<file path="src/rtl/jt49_period_meas_pkg.sv">
// Shared types for the period meter: FSM state encoding.
package jt49_period_meas_pkg;

   typedef enum logic [1:0] {
      ST_IDLE  = 2'd0,
      ST_ARMED = 2'd1,
      ST_RUN   = 2'd2
   } meas_state_t;

endpackage

</file>
<file path="src/rtl/jt49_period_meas.sv">
// Measures the half-period of a square wave in cen ticks, reporting the divider
// period that would reproduce it, plus lock (steady tone) and stall flags.
//
//   state | meaning
//   ------+-----------------------------------------------------------
//   IDLE  | no reference edge yet (after reset or after a stall)
//   ARMED | one edge seen; the next edge yields the first capture
//   RUN   | capturing every edge; lock compares against previous capture
module jt49_period_meas
   import jt49_period_meas_pkg::*;
#(
   parameter int width = 12
) (
   input  logic             clk,
   input  logic             rst,
   input  logic             cen,
   input  logic             sq,
   output logic [width-1:0] period,
   output logic             valid,
   output logic             locked,
   output logic             stalled
);

   localparam logic [width-1:0] ONE = width'(1);
   localparam logic [width-1:0] MAX = {width{1'b1}};

   meas_state_t      state, state_nx;
   logic             sq_l;
   logic [width-1:0] cnt;
   logic             sq_edge;
   logic             capture;
   logic             stall;

   assign sq_edge = cen & (sq ^ sq_l);

   always_comb begin
      state_nx = state;
      capture  = 1'b0;
      stall    = 1'b0;
      case (state)
         ST_IDLE: begin
            if (sq_edge) state_nx = ST_ARMED;
         end
         ST_ARMED, ST_RUN: begin
            // an edge landing exactly on the timeout still counts as a capture
            if (sq_edge) begin
               state_nx = ST_RUN;
               capture  = 1'b1;
            end else if (cen && cnt == MAX) begin
               state_nx = ST_IDLE;
               stall    = 1'b1;
            end
         end
         default: state_nx = ST_IDLE;
      endcase
   end

   always_ff @(posedge clk) begin
      if (rst) begin
         state   <= ST_IDLE;
         sq_l    <= 1'b0;
         cnt     <= ONE;
         period  <= '0;
         valid   <= 1'b0;
         locked  <= 1'b0;
         stalled <= 1'b0;
      end else begin
         state <= state_nx;
         valid <= capture | stall;
         if (cen) begin
            sq_l <= sq;
            if (sq_edge)
               cnt <= ONE;
            else if (cnt != MAX)
               cnt <= cnt + ONE;
         end
         if (capture) begin
            period <= cnt;
            locked <= (state == ST_RUN) && (cnt == period);
            if (state == ST_ARMED) stalled <= 1'b0;
         end
         if (stall) begin
            period  <= '0;
            locked  <= 1'b0;
            stalled <= 1'b1;
         end
      end
   end

endmodule
</file>
<file path="config.mk">
export PLATFORM = sky130hd
export DESIGN_NAME = jt49_period_meas
export DESIGN_NICKNAME = d
export VERILOG_FILES = /design/src/rtl/jt49_period_meas_pkg.sv /design/src/rtl/jt49_period_meas.sv
export SDC_FILE = /design/constraint.sdc
export NUM_CORES = 1
export LEC_CHECK = 0
export CORE_UTILIZATION = 45
export CTS_CLUSTER_DIAMETER = 50
export CTS_CLUSTER_SIZE = 10
export DETAILED_ROUTE_END_ITERATION = 10
export PLACE_DENSITY_LB_ADDON = 0.05
export SLEW_MARGIN = 0
export SYNTH_ARGS = -nofsm -noshare
export SYNTH_HDL_FRONTEND = slang
export SYNTH_SLANG_ARGS = --single-unit
</file>
<file path="constraint.sdc">
create_clock -name clk -period 2.1 [get_ports clk]
set_input_delay 0.315 -clock clk [delete_from_list [all_inputs] [get_ports clk]]
set_output_delay 0.315 -clock clk [all_outputs]
set_load 0.005 [all_outputs]
</file>
==> results of run 1 <==
path summary, 6_finish.rpt:
check / from / to / cells after the start
min reg2reg: locked$_SDFFE_PP0P_ / locked$_SDFFE_PP0P_ / 2
max reg2reg: state[1]$_SDFFE_PP0P_ / locked$_SDFFE_PP0P_ / 6
max: state[1]$_SDFFE_PP0P_ / locked$_SDFFE_PP0P_ / 6
min: locked$_SDFFE_PP0P_ / locked$_SDFFE_PP0P_ / 2
metal layers:
metal | wire [µm] | vias to the layer above | part of all wire | track usage
met3 | 95 | 6 | 0.027 | 0.06303
met5 | 0 | - | 0 | 0
met2 | 1713 | 24 | 0.49 | 0.3478
li1 | - | 696 | - | -
met1 | 1656 | 660 | 0.47 | 0.2636
met4 | 55 | 0 | 0.016 | 0.07792
report_power, final:
group          switching, mW  leakage [nW]  internal [mW]
clock                  0.182        0.0254          0.126
sequential            0.0116         0.243          0.579
combinational         0.0724         0.442         0.0478
Yosys cell counts, drive strengths merged (5+ instances only):
master  count  area share
a21oi      23       0.097
clkbuf      5       0.012
dfxtp      30        0.38
inv         5       0.012
nand2      35       0.087
nand3       8       0.033
nor2        5       0.012
nor3        6       0.022
nor4        5       0.028
o21ai       8       0.025
or3         5       0.020
xor2       14       0.083
state kept, by name, indices dropped and copies added, names as in the netlist:
register,count
cnt,12
locked,1
period,12
sq_l,1
stalled,1
state,2
valid,1
cell families after synthesis:
family | after synthesis | synth area share
flip-flops | 30 | 0.3816
XOR/XNOR | 15 | 0.08824
adder cells (fa/ha/maj) | 4 | 0.03180
buffers and inverters | 13 | 0.03736
AO/OA/AOI/OAI | 40 | 0.1797
AND/OR/NAND/NOR | 79 | 0.2687
multiplexers | 2 | 0.01272
critical path: cells and delay by family (launching register included):
family / cells / cell delay, ns
and+or+nand+nor: 3 / 0.64
adders and majority gates: 1 / 0.41
DFF: 1 / 0.39
AOI/OAI and AO/OA: 1 / 0.16
buffers and inverters: 1 / 0.09
cell type report:
class,instances,area share
multi-input combinational,140,0.4854
sequential,30,0.3187
timing repair buffer,27,0.1315
tap,46,0.03054
clock buffer,7,0.02390
inverter,5,0.009960
per-stage QoR:
step | cell area [µm²] | std cells | setup WS [ns] | hold slack [ns]
floorplan | 1574 | 183 | 0.4133 | 0.3841
global route | 1884 | 255 | 0.1584 | 0.4908
detailed placement | 1839 | 248 | 0.1021 | 0.4495
CTS | 1884 | 255 | 0.3126 | 0.4608
finish | 1884 | 255 | 0.3494 | 0.4567
global placement | 1839 | 248 | 0.1214 | 0.4428
==> reports/metrics.cfg, run 1 <==
[status]
status=completed

[layout]
fillCellCount=325
drive_gt1_frac=0.1627
seq_area_um2=600.6
syn2layout_area_growth_pct=19.71
post-route-util=0.5647
final_net_count=217
multi_input_area_um2=914.6
final_common_cell=nand2_1
diodes=0
mostFrequentLayoutCells=nand2_1 (33), dfxtp_1 (30), clkdlybuf4s50_1 (18), a21oi_1 (13), xor2_1 (13)

[worst_setup_path]
start_kind=flip-flop
crit_slowest_cell=ha_1
reg2reg_slack_ns=0.35
worst-path-max-fanout=8
max_stage_delay_ns=0.41
crit_chain=inv_1, ha_1, nand2_1, nor4b_1, nand4_1, a21oi_1
cp.required_ns=2.36
cp.arrival_ns=2.01
worstSetupPathType=reg -> reg
crit_path_end_kind=flip-flop

[yosys]
synth_cell_type_count=39
syn_nets=191
syn_inst=183
synthesis.area_um2=1574
yosysSeqAreaShare=0.3816
synth_ff_type=dfxtp_1
synth-edff-count=0
ys_seq_elements=30
syn-mean-instance-area_um2=8.601
synth-async-reset-ratio=0
yosys_warnings=0

[pwr]
power.density_nw_per_um2=541.2
p_total_mw=1.020
peakVddDrop_v=0.0003874
p_leak_nw=0.7101

[sta]
final.setup.tns_ns=0
rsz0062_at_grt=false
skew_ns=0.01077
max_freq_mhz=571.2
period_minus_slack_ns=1.751
maxSlewViolCount=0
report.final.setup_viol=0
hold_violations=0
worst_pin_slew_ns=0.4058
fin_crit_sh=0.8336
maxSlewHeadroom=0.7295

[place]
dp_hpwl_um=2730
io_buffers=18
gp_congestion=0.8177

[clock_tree]
post-cts-setup-buffer-count=0
clkTransAtPathRegs_ns=0.09
cts-buffers-inserted=5
cts_buffer_depth=2
cts-root-buf=clkbuf_4
cts_tree=done
clk_latency_ns=0.32
cts.sinks=30
cts-htree-levels=2
hold_buffers=0
cts_resized=0

[global_routing]
track_usage=0.2121
grt_pass1_vias=1249
grt_pass1_wl_um=5609
overflow=0
antenna_found_initial=0
grt_max_degree=14

[floorplanning]
start_util=0.4717
die_w_um=61.14
rows=21
ios=19
core_area_um2=3337
die_y_um=61.14
die_area_um2=3738

[route]
drt-initial-drc-count=38
wl_per_cell_um=13.80
route.vias.total=1386
drt-vias-per-instance=5.435
drt-total-wl_um=3519
antenna_left=0
drt-pass1-iter-count=4
drc_errors=0

[flow_run]
cap_violations=0

[worst_hold_path]
hold_class=reg -> reg

Note: power is estimated with default switching activity, not from simulation.
==> run 2: changes to the inputs <==
Clock period 2.1 ns to 1.46 ns, I/O delays scaled along.
==> run 2 against run 1 <==
Net effect:
- maximum frequency rose by 16%
- setup slack got worse by 0.40 ns
- the flow now finishes with violations (setup timing)
- sequential cell count did not move
- highest routed layer unchanged
- worst hold slack got worse by 0.019 ns
- clock power rose by 110%
- first-iteration DRC count rose by 37%
- final cell count rose by 14%
- via count rose by 7.9%
- die area did not move
- largest cell class unchanged
==> reports/metrics.cfg, run 2 (synthesis gave the netlist of run 1 again) <==
[worst_setup_path]
worst-path-max-fanout=4
cp.arrival_ns=1.74
crit_chain=ha_4, nand4_1, or4_4, a31oi_4, a211oi_1
max_stage_delay_ns=0.50
start_kind=flip-flop
reg2reg_slack_ns=-0.05
crit_slowest_cell=or4_4
crit_path_end_kind=flip-flop
cpLargestDelayFamily=simple AND/OR/NAND/NOR gates
critical_path_buf_inv_count=0
cp.required_ns=1.69
worstSetupPathType=reg -> reg

[layout]
final_net_count=252
mostFrequentLayoutCells=buf_4 (43), nand2_1 (33), dfxtp_2 (21), xor2_1 (13)
final_common_cell=buf_4
fin_cells=291
fillCellCount=294
diodes=0
top_regs=cnt x12, period x12, state x2
syn2layout_area_growth_pct=46.03
stdcell_area_um2=2298
drive_gt1_frac=0.4163

[clock_tree]
cts_buffer_depth=2
cts_tree=done
hold_buffers=0
cts-htree-levels=2
cts-root-buf=clkbuf_4
clk_latency_ns=0.34
cts.sinks=30
clkTransAtPathRegs_ns=0.09
cts-buffers-inserted=5

[place]
place_area_um2=2091
dp_hpwl_um=2993
post-place-cells=276
place_ws_ns=-0.3791
gp_congestion=0.8104
io_buffers=18

[global_routing]
track_usage=0.2250
antenna_found_initial=0
grt_pass1_wl_um=6003
grt_max_degree=14
grt_pass1_vias=1321
overflow=0

[floorplanning]
die_y_um=61.14
rows=21
die_w_um=61.14
die_area_um2=3738
ios=19
core_area_um2=3337
start_util=0.4717

[route]
drt-initial-drc-count=52
drt-total-wl_um=3914
drt-vias-per-instance=5.137
wl_per_cell_um=13.45
route.vias.total=1495
drc_errors=0
antenna_left=0
drt-pass1-iter-count=4

[pwr]
power.density_nw_per_um2=765.1
p_sw_mw=0.4501
p_leak_nw=1.019
netSwitchingFraction=0.2559
p_total_mw=1.758
p_int_mw=1.308
p_clk_frac=0.375
seqPwrFrac=0.483
peakVddDrop_v=0.0005778
p_comb_frac=0.142

[sta]
rsz0062_at_grt=true
period_minus_slack_ns=1.510
worst_pin_slew_ns=0.3946
hold_violations=0
maxSlewHeadroom=0.7370
skew_ns=0.01065
report.final.setup_viol=5
max_freq_mhz=662.5
final.setup.tns_ns=-0.06460
fin_crit_sh=1.034
maxSlewViolCount=0
finalWorstSetupSlack_ns=-0.04951

[status]
status=finished with violations
violations=setup timing

[flow_run]
cap_violations=0

[worst_hold_path]
hold_class=in -> reg

[run 2: worst paths after layout]
| kind | startpoint | end | cells past startpoint |
|---|---|---|---|
| worst min-delay path | sq | sq_l$_SDFFE_PP0P_ | 3 |
| worst min register to register | locked$_SDFFE_PP0P_ | locked$_SDFFE_PP0P_ | 2 |
| worst max register to register | cnt[1]$_SDFFE_PP0P_ | state[0]$_SDFFE_PP0P_ | 5 |
| worst max-delay path | cnt[1]$_SDFFE_PP0P_ | state[0]$_SDFFE_PP0P_ | 5 |
[run 2: cell type report]
cell class | instances | area, µm² | area share
clock inverter | 3 | 40.04 | 0.01742
timing repair buffer | 62 | 534.3 | 0.2324
multi-input combinational | 140 | 983.4 | 0.4279
sequential | 30 | 626.9 | 0.2727
inverter | 5 | 18.77 | 0.008166
tap | 46 | 57.56 | 0.02504
clock buffer | 5 | 37.54 | 0.01633
[run 2: stage by stage]
stage	hold slack, ns	util
6_report	0.4381	0.6888
5_1_grt	0.4828	0.6888
4_1_cts	0.3917	0.6539
3_5_place_dp	0.4573	0.6265
3_3_place_gp	0.4441	0.6265
2_1_floorplan	0.2881	-
[run 2: repair_timing]
item | in CTS | in global routing
pin swaps | 1 | 1
setup endpoints to repair | 23 | 37
setup buffers | 0 | 7
gates resized for setup | 14 | 18
[run 2: worst min-delay path: stages]
cell and delay [ns]:
dlygate4sd2_1 0.31, mux2i_1 0.16, nor2_1 0.05
[run 2: power groups by stage]
stage / registers (mW) / logic, mW / clock network, mW
2_1_floorplan: 0.870 / 0.124 / 0
3_3_place_gp: 0.867 / 0.224 / 0
4_1_cts: 0.849 / 0.231 / 0.672
6_report: 0.850 / 0.250 / 0.659
5_1_grt: 0.852 / 0.272 / 0.708
3_5_place_dp: 0.868 / 0.230 / 0
[run 2: layer usage]
| layer | global-route usage | share of wire | routed length [µm] | vias to the layer above |
|---|---|---|---|---|
| met5 | 0 | 0 | 0 | - |
| met1 | 0.2828 | 0.46 | 1790 | 697 |
| met2 | 0.3789 | 0.50 | 1942 | 27 |
| li1 | - | - | - | 766 |
| met3 | 0.05672 | 0.036 | 139 | 5 |
| met4 | 0.06818 | 0.010 | 41 | 0 |
